`config.mk`:
```
export PLATFORM = sky130hd
export DESIGN_NAME = gpio_pin_arbiter
export DESIGN_NICKNAME = d
export VERILOG_FILES = /design/src/rtl/gpio_pin_arbiter.sv
export SDC_FILE = /design/constraint.sdc
export NUM_CORES = 1
export LEC_CHECK = 0
export ABC_AREA = 1
export CAP_MARGIN = 20
export CORE_MARGIN = 1
export CORE_UTILIZATION = 36
export DETAILED_ROUTE_END_ITERATION = 16
export PLACE_DENSITY = 0.85
export SYNTH_ARGS = -nofsm -noshare
export SYNTH_HDL_FRONTEND = slang
export SYNTH_SLANG_ARGS = --single-unit
```
`constraint.sdc`:
```
create_clock -name pclk -period 1.6 [get_ports pclk]
set_input_delay 0.24 -clock pclk [delete_from_list [all_inputs] [get_ports pclk]]
set_output_delay 0.24 -clock pclk [all_outputs]
set_load 0.01 [all_outputs]
```
`src/rtl/gpio_pin_arbiter.sv`:
```
// Round-robin owner arbitration for a shared GPIO pin bank.
// The bank passes through a one-cycle tri-state turnaround between owners; pad inputs get a 2-flop synchronizer.
//
// state   | meaning
// --------+-----------------------------------------------------------
// ST_IDLE | bank free, pins tri-stated, arbitrate from rr pointer
// ST_OWN  | one requester owns the bank and drives the pins
// ST_TURN | one-cycle turnaround with pins tri-stated before IDLE
module gpio_pin_arbiter #(
  parameter int GPIO_DATA_WIDTH = 16,
  parameter int NUM_REQ         = 4,
  parameter int MAX_HOLD        = 255
) (
  input  logic                                 pclk,
  input  logic                                 p_reset,
  input  logic [NUM_REQ-1:0]                   req,
  input  logic [NUM_REQ-1:0]                   release_i,
  input  logic [NUM_REQ*GPIO_DATA_WIDTH-1:0]   req_oe_n,
  input  logic [NUM_REQ*GPIO_DATA_WIDTH-1:0]   req_out,
  input  logic [GPIO_DATA_WIDTH-1:0]           gpio_pin_in,
  output logic [NUM_REQ-1:0]                   grant,
  output logic [$clog2(NUM_REQ)-1:0]           owner_id,
  output logic                                 busy,
  output logic [GPIO_DATA_WIDTH-1:0]           n_gpio_pin_oe,
  output logic [GPIO_DATA_WIDTH-1:0]           gpio_pin_out,
  output logic [GPIO_DATA_WIDTH-1:0]           rd_data,
  output logic                                 timeout_err
);

  localparam int IDW = $clog2(NUM_REQ);
  localparam int HCW = $clog2(MAX_HOLD + 1);
  localparam int W   = GPIO_DATA_WIDTH;

  typedef enum logic [1:0] {ST_IDLE, ST_OWN, ST_TURN} state_t;

  state_t               state_q, state_d;
  logic [NUM_REQ-1:0]   grant_q, grant_d;
  logic [IDW-1:0]       owner_q, owner_d;
  logic [IDW-1:0]       ptr_q, ptr_d;
  logic [HCW-1:0]       hold_q, hold_d;
  logic                 busy_q, busy_d;
  logic                 tmo_q, tmo_d;
  logic [W-1:0]         oe_n_q, oe_n_d;
  logic [W-1:0]         out_q, out_d;
  logic [W-1:0]         sync1_q, sync2_q;

  logic                 win_found;
  logic [IDW-1:0]       win_idx;
  logic [W-1:0]         own_oe_n, own_out;
  logic                 exit_normal, exit_forced, hold_max, others_req;

  // First requester at or above the rr pointer, wrapping.
  always_comb begin
    win_found = 1'b0;
    win_idx   = '0;
    for (int k = 0; k < NUM_REQ; k++) begin
      if (!win_found && req[(int'(ptr_q) + k) % NUM_REQ]) begin
        win_found = 1'b1;
        win_idx   = IDW'((int'(ptr_q) + k) % NUM_REQ);
      end
    end
  end

  assign own_oe_n    = req_oe_n[int'(owner_q)*W +: W];
  assign own_out     = req_out[int'(owner_q)*W +: W];
  assign hold_max    = (hold_q == HCW'(MAX_HOLD));
  assign others_req  = |(req & ~grant_q);
  assign exit_normal = release_i[owner_q] | ~req[owner_q];
  assign exit_forced = hold_max & others_req;

  always_comb begin
    state_d = state_q;
    grant_d = grant_q;
    owner_d = owner_q;
    ptr_d   = ptr_q;
    hold_d  = hold_q;
    busy_d  = busy_q;
    tmo_d   = 1'b0;
    oe_n_d  = '1;
    out_d   = '0;
    case (state_q)
      ST_IDLE: begin
        if (win_found) begin
          state_d = ST_OWN;
          grant_d = NUM_REQ'(1) << win_idx;
          owner_d = win_idx;
          busy_d  = 1'b1;
          hold_d  = '0;
        end
      end
      ST_OWN: begin
        if (exit_normal || exit_forced) begin
          state_d = ST_TURN;
          grant_d = '0;
          busy_d  = 1'b0;
          ptr_d   = (owner_q == IDW'(NUM_REQ - 1)) ? '0 : owner_q + 1'b1;
          // a simultaneous voluntary exit masks the revoke
          tmo_d   = ~exit_normal;
        end else begin
          oe_n_d = own_oe_n;
          out_d  = own_out;
          if (!hold_max) hold_d = hold_q + 1'b1;
        end
      end
      ST_TURN: state_d = ST_IDLE;
      default: state_d = ST_IDLE;
    endcase
  end

  always_ff @(posedge pclk) begin
    if (p_reset) begin
      state_q <= ST_IDLE;
      grant_q <= '0;
      owner_q <= '0;
      ptr_q   <= '0;
      hold_q  <= '0;
      busy_q  <= 1'b0;
      tmo_q   <= 1'b0;
      oe_n_q  <= '1;
      out_q   <= '0;
      sync1_q <= '0;
      sync2_q <= '0;
    end else begin
      state_q <= state_d;
      grant_q <= grant_d;
      owner_q <= owner_d;
      ptr_q   <= ptr_d;
      hold_q  <= hold_d;
      busy_q  <= busy_d;
      tmo_q   <= tmo_d;
      oe_n_q  <= oe_n_d;
      out_q   <= out_d;
      sync1_q <= gpio_pin_in;
      sync2_q <= sync1_q;
    end
  end

  assign grant         = grant_q;
  assign owner_id      = owner_q;
  assign busy          = busy_q;
  assign timeout_err   = tmo_q;
  assign n_gpio_pin_oe = oe_n_q;
  assign gpio_pin_out  = out_q;
  assign rd_data       = sync2_q;

endmodule
```
==> summary.md <==
| Metric | Value |
|---|---|
| Status | `complete, but fails checks` |
| Violations in the final reports | `setup timing` |
| Cell accounting for the most synthesized area | `sky130_fd_sc_hd__dfxtp_1` |
| Area contributors post-synth | `sky130_fd_sc_hd__dfxtp_1 (43%), sky130_fd_sc_hd__nor2_1 (13%), sky130_fd_sc_hd__nand2_1 (8.2%)` |
| Maximum operating frequency | `586 MHz` |
| Avg Inst Size Synth | `6.97 sq um` |
| Hold Crit Class | `in -> reg` |
| Clock-pin slew reported for the worst setup and hold paths after clock tree synthesis | `90 ps` |
| Input/output buffers | `209` |
| P per Cell Area | `1370 nW/um^2` |
| Critical Setup Path Class | `in -> reg` |
| Data arrival time at the worst-slack endpoint | `1940 ps` |
| Post-synthesis sequential area ratio | `43.2%` |
| Highest-count cells in the layout ignoring fill and taps | `sky130_fd_sc_hd__clkdlybuf4s50_1 (202), sky130_fd_sc_hd__nor2_1 (130), sky130_fd_sc_hd__dfxtp_1 (78), sky130_fd_sc_hd__nand2_1 (62), sky130_fd_sc_hd__o21ai_0 (52)` |
| Share of Yosys cell area claimed by the top area cell type | `43.2%` |
| Std-Cell Rows | `37` |
| Total I/O pin count | `210` |
| Area added between synthesis and finish | `83.8%` |
| Startpoint kind of the worst setup timing path | `input pin` |
| Worst slack at placement | `-370 ps` |
| Number of warnings reported in the yosys synthesis log | `0` |
| Critical-path maximum fanout | `5` |
| Maximum number of pins on one net before global-route repair | `65` |
| Clock net sink count | `84` |
| Slew at the pin closest to its max-slew limit | `524 ps` |
| Number of buffers inserted for hold repair after clock tree synthesis | `0` |
| Latest clock arrival within the worst-skew pair | `350 ps` |
| Clk_skew | `14.9 ps` |
| Vertical die dimension | `between 100 and 150 um` |
| Synth cell types | `29` |
| Peak supply drop | `about 0.0010 V` |
| Pins Over Slew Limit | `0` |
| Static leakage | `3.04 nW` |
| Setup-failing EPs final | `16` |
| Required time of the critical path | `1830 ps` |
| Via count of the first global-routing pass | `4,688` |
| Wire length of the first global-routing pass | `22,200 um` |
| Most common library cell in the layout ignoring fill and taps | `sky130_fd_sc_hd__clkdlybuf4s50_1` |
| CTS tree | `done` |
| Setup WS post-layout | `-107 ps` |
| DPL Wire Length | `10,500 um` |
| RSZ-0062 raised after global routing | `yes` |
| Overflow left after global routing | `0` |
| Final worst path period share | `107%` |
| Die W | `106 um` |
| Post-layout util | `68.7%` |
| Headroom to the max-slew limit | `approximately two thirds` |
| Number of nets with antenna violations after detailed routing | `0` |
| Drc violations | `0` |
| Final RePlAce weighted congestion | `0.937` |
| Initial antenna violation count | `0` |
| Post-Synthesis Cell Area | `between 3000 and 4000 sq um` |
| Number of detailed-routing iterations run before antenna repair | `5` |
| Via count | `4,778` |
| Kind of end point of the critical path | `flop` |
| Share of cells above drive strength 1 | `around 18%` |
| Number of nets in the final layout | `958` |
| Total of max-cap violations | `0` |
| Htree depth | `3` |
| Effective utilization at floorplan | `between 30% and 40%` |
| Violation count after the first detailed-route iteration | `264` |
| Diodes inserted | `0` |
| TritonCTS Buffers | `9` |
| Via density per instance | `5.07` |
| Core ar. | `10,400 sq um` |
| Final hold viol count | `0` |
| Synth Register Bits | `84` |
| Synthesized instance count | `559` |
| Clock root buffer master | `sky130_fd_sc_hd__clkbuf_8` |
| Mean routed wirelength per cell | `15.9 um` |
| Die area | `11,200 sq um` |
| Final critical-path required period | `between 1500 and 2000 ps` |
| Maximum buffer depth of the clock tree | `2` |
| Net count of the mapped netlist | `715` |
| All-Layer GR Usage | `about 25%` |
| Final worst hold slack | `400 ps` |
| Wirelength, routed | `~15,000 um` |
==> power breakdown <==
group	leakage (nW)	internal, mW	switching, mW
Clock	0.121	1.06	0.785
Sequential	0.691	2.37	0.183
Combinational	2.23	2.44	2.97
Total	3.04	5.87	3.94
==> kinds of logic after synthesis <==
logic type      synth area share [%]
simple gates                    29.5
compound gates                  16.7
buf+inv                         8.77
flops                           43.2
xor+xnor                        1.12
fa+ha+maj                      0.643
==> layer usage <==
| layer | vias up | part of all wire, % | track usage, % |
|---|---|---|---|
| li1 | 2285 | - | - |
| met3 | 58 | 6.1 | 6.81 |
| met1 | 2232 | 37 | 26.1 |
| met2 | 203 | 53 | 46.7 |
| met4 | 0 | 4.3 | 10.8 |
| met5 | - | 0 | 0 |
==> per-stage QoR <==
step                      area (sq um)  TNS (ps)  power [mW]  std cells
after floorplan                   3910         0        4.92        559
after global placement            6360    -12240        6.49        912
after detailed placement          6360    -14250        6.65        912
after CTS                         6770     -15.1        8.88        934
after global routing              7160     -2580        10.3        943
final                             7160      -741        9.81        943
==> final timing paths <==
path              depth (start not counted)           to  slack [ps]            from
setup / recovery                         11    hold_q[1]        -110          req[3]
hold / removal                            3   sync1_q[8]         400  gpio_pin_in[8]
setup reg to reg                         11    hold_q[1]         -90     owner_id[0]
hold reg to reg                           2  rd_data[13]         410     sync1_q[13]
==> Yosys cell counts <==
library cell,number
sky130_fd_sc_hd__a21oi_1,40
sky130_fd_sc_hd__a32o_1,8
sky130_fd_sc_hd__buf_1,8
sky130_fd_sc_hd__buf_2,3
sky130_fd_sc_hd__buf_6,2
sky130_fd_sc_hd__clkbuf_1,17
sky130_fd_sc_hd__dfxtp_1,84
sky130_fd_sc_hd__ha_1,2
sky130_fd_sc_hd__inv_1,51
sky130_fd_sc_hd__inv_2,5
sky130_fd_sc_hd__nand2_1,85
sky130_fd_sc_hd__nand2_2,7
sky130_fd_sc_hd__nand2_4,4
sky130_fd_sc_hd__nand3_1,23
sky130_fd_sc_hd__nand3_2,1
sky130_fd_sc_hd__nand3b_1,5
sky130_fd_sc_hd__nand3b_4,1
sky130_fd_sc_hd__nand4_1,4
sky130_fd_sc_hd__nor2_1,134
sky130_fd_sc_hd__nor2_8,1
sky130_fd_sc_hd__nor3_1,1
sky130_fd_sc_hd__o211ai_1,1
sky130_fd_sc_hd__o21ai_0,54
sky130_fd_sc_hd__o21ai_1,3
sky130_fd_sc_hd__o21ai_2,1
sky130_fd_sc_hd__o221ai_1,8
sky130_fd_sc_hd__or2_2,1
sky130_fd_sc_hd__xnor2_1,2
sky130_fd_sc_hd__xor2_1,3
==> worst max-delay path, cell delays in order <==
cell and delay, ps:
sky130_fd_sc_hd__clkdlybuf4s50_1 540, sky130_fd_sc_hd__nand3b_1 100, sky130_fd_sc_hd__nand3_1 120, sky130_fd_sc_hd__nand2_1 100
sky130_fd_sc_hd__inv_1 140, sky130_fd_sc_hd__nand4_1 160, sky130_fd_sc_hd__buf_4 210, sky130_fd_sc_hd__nand2_8 80
sky130_fd_sc_hd__inv_2 40, sky130_fd_sc_hd__a21oi_1 140, sky130_fd_sc_hd__nor2_1 50
==> registers in the layout, indices dropped and copies added, names as in the netlist <==
| register | cells |
|---|---|
| timeout_err | 1 |
| n_gpio_pin_oe | 16 |
| owner_id | 2 |
| gpio_pin_out | 16 |
| state_q | 2 |
| grant | 4 |
| sync1_q | 16 |
| hold_q | 8 |
| busy | 1 |
| ptr_q | 2 |
| rd_data | 16 |
==> cell type report <==
class / instances / area, sq um
Clock buffer: 10 / 128
Clock inverter: 6 / 120
Fill cell: 807 / 3260
Inverter: 56 / 229
Multi-Input combinational cell: 391 / 2180
Sequential cell: 84 / 1700
Tap cell: 136 / 170
Timing Repair Buffer: 259 / 2630
Timing Repair inverter: 1 / 5.00
==> what timing repair did <==
| item | 4_1_cts | 5_1_grt |
|---|---|---|
| cloned | 4 | 2 |
| gates resized for setup | 24 | 81 |
| setup buffers | 2 | 7 |
| setup endpoints to repair | 37 | 51 |
| pin swaps | 6 | 28 |
Note: power is estimated with default switching activity, not from simulation.
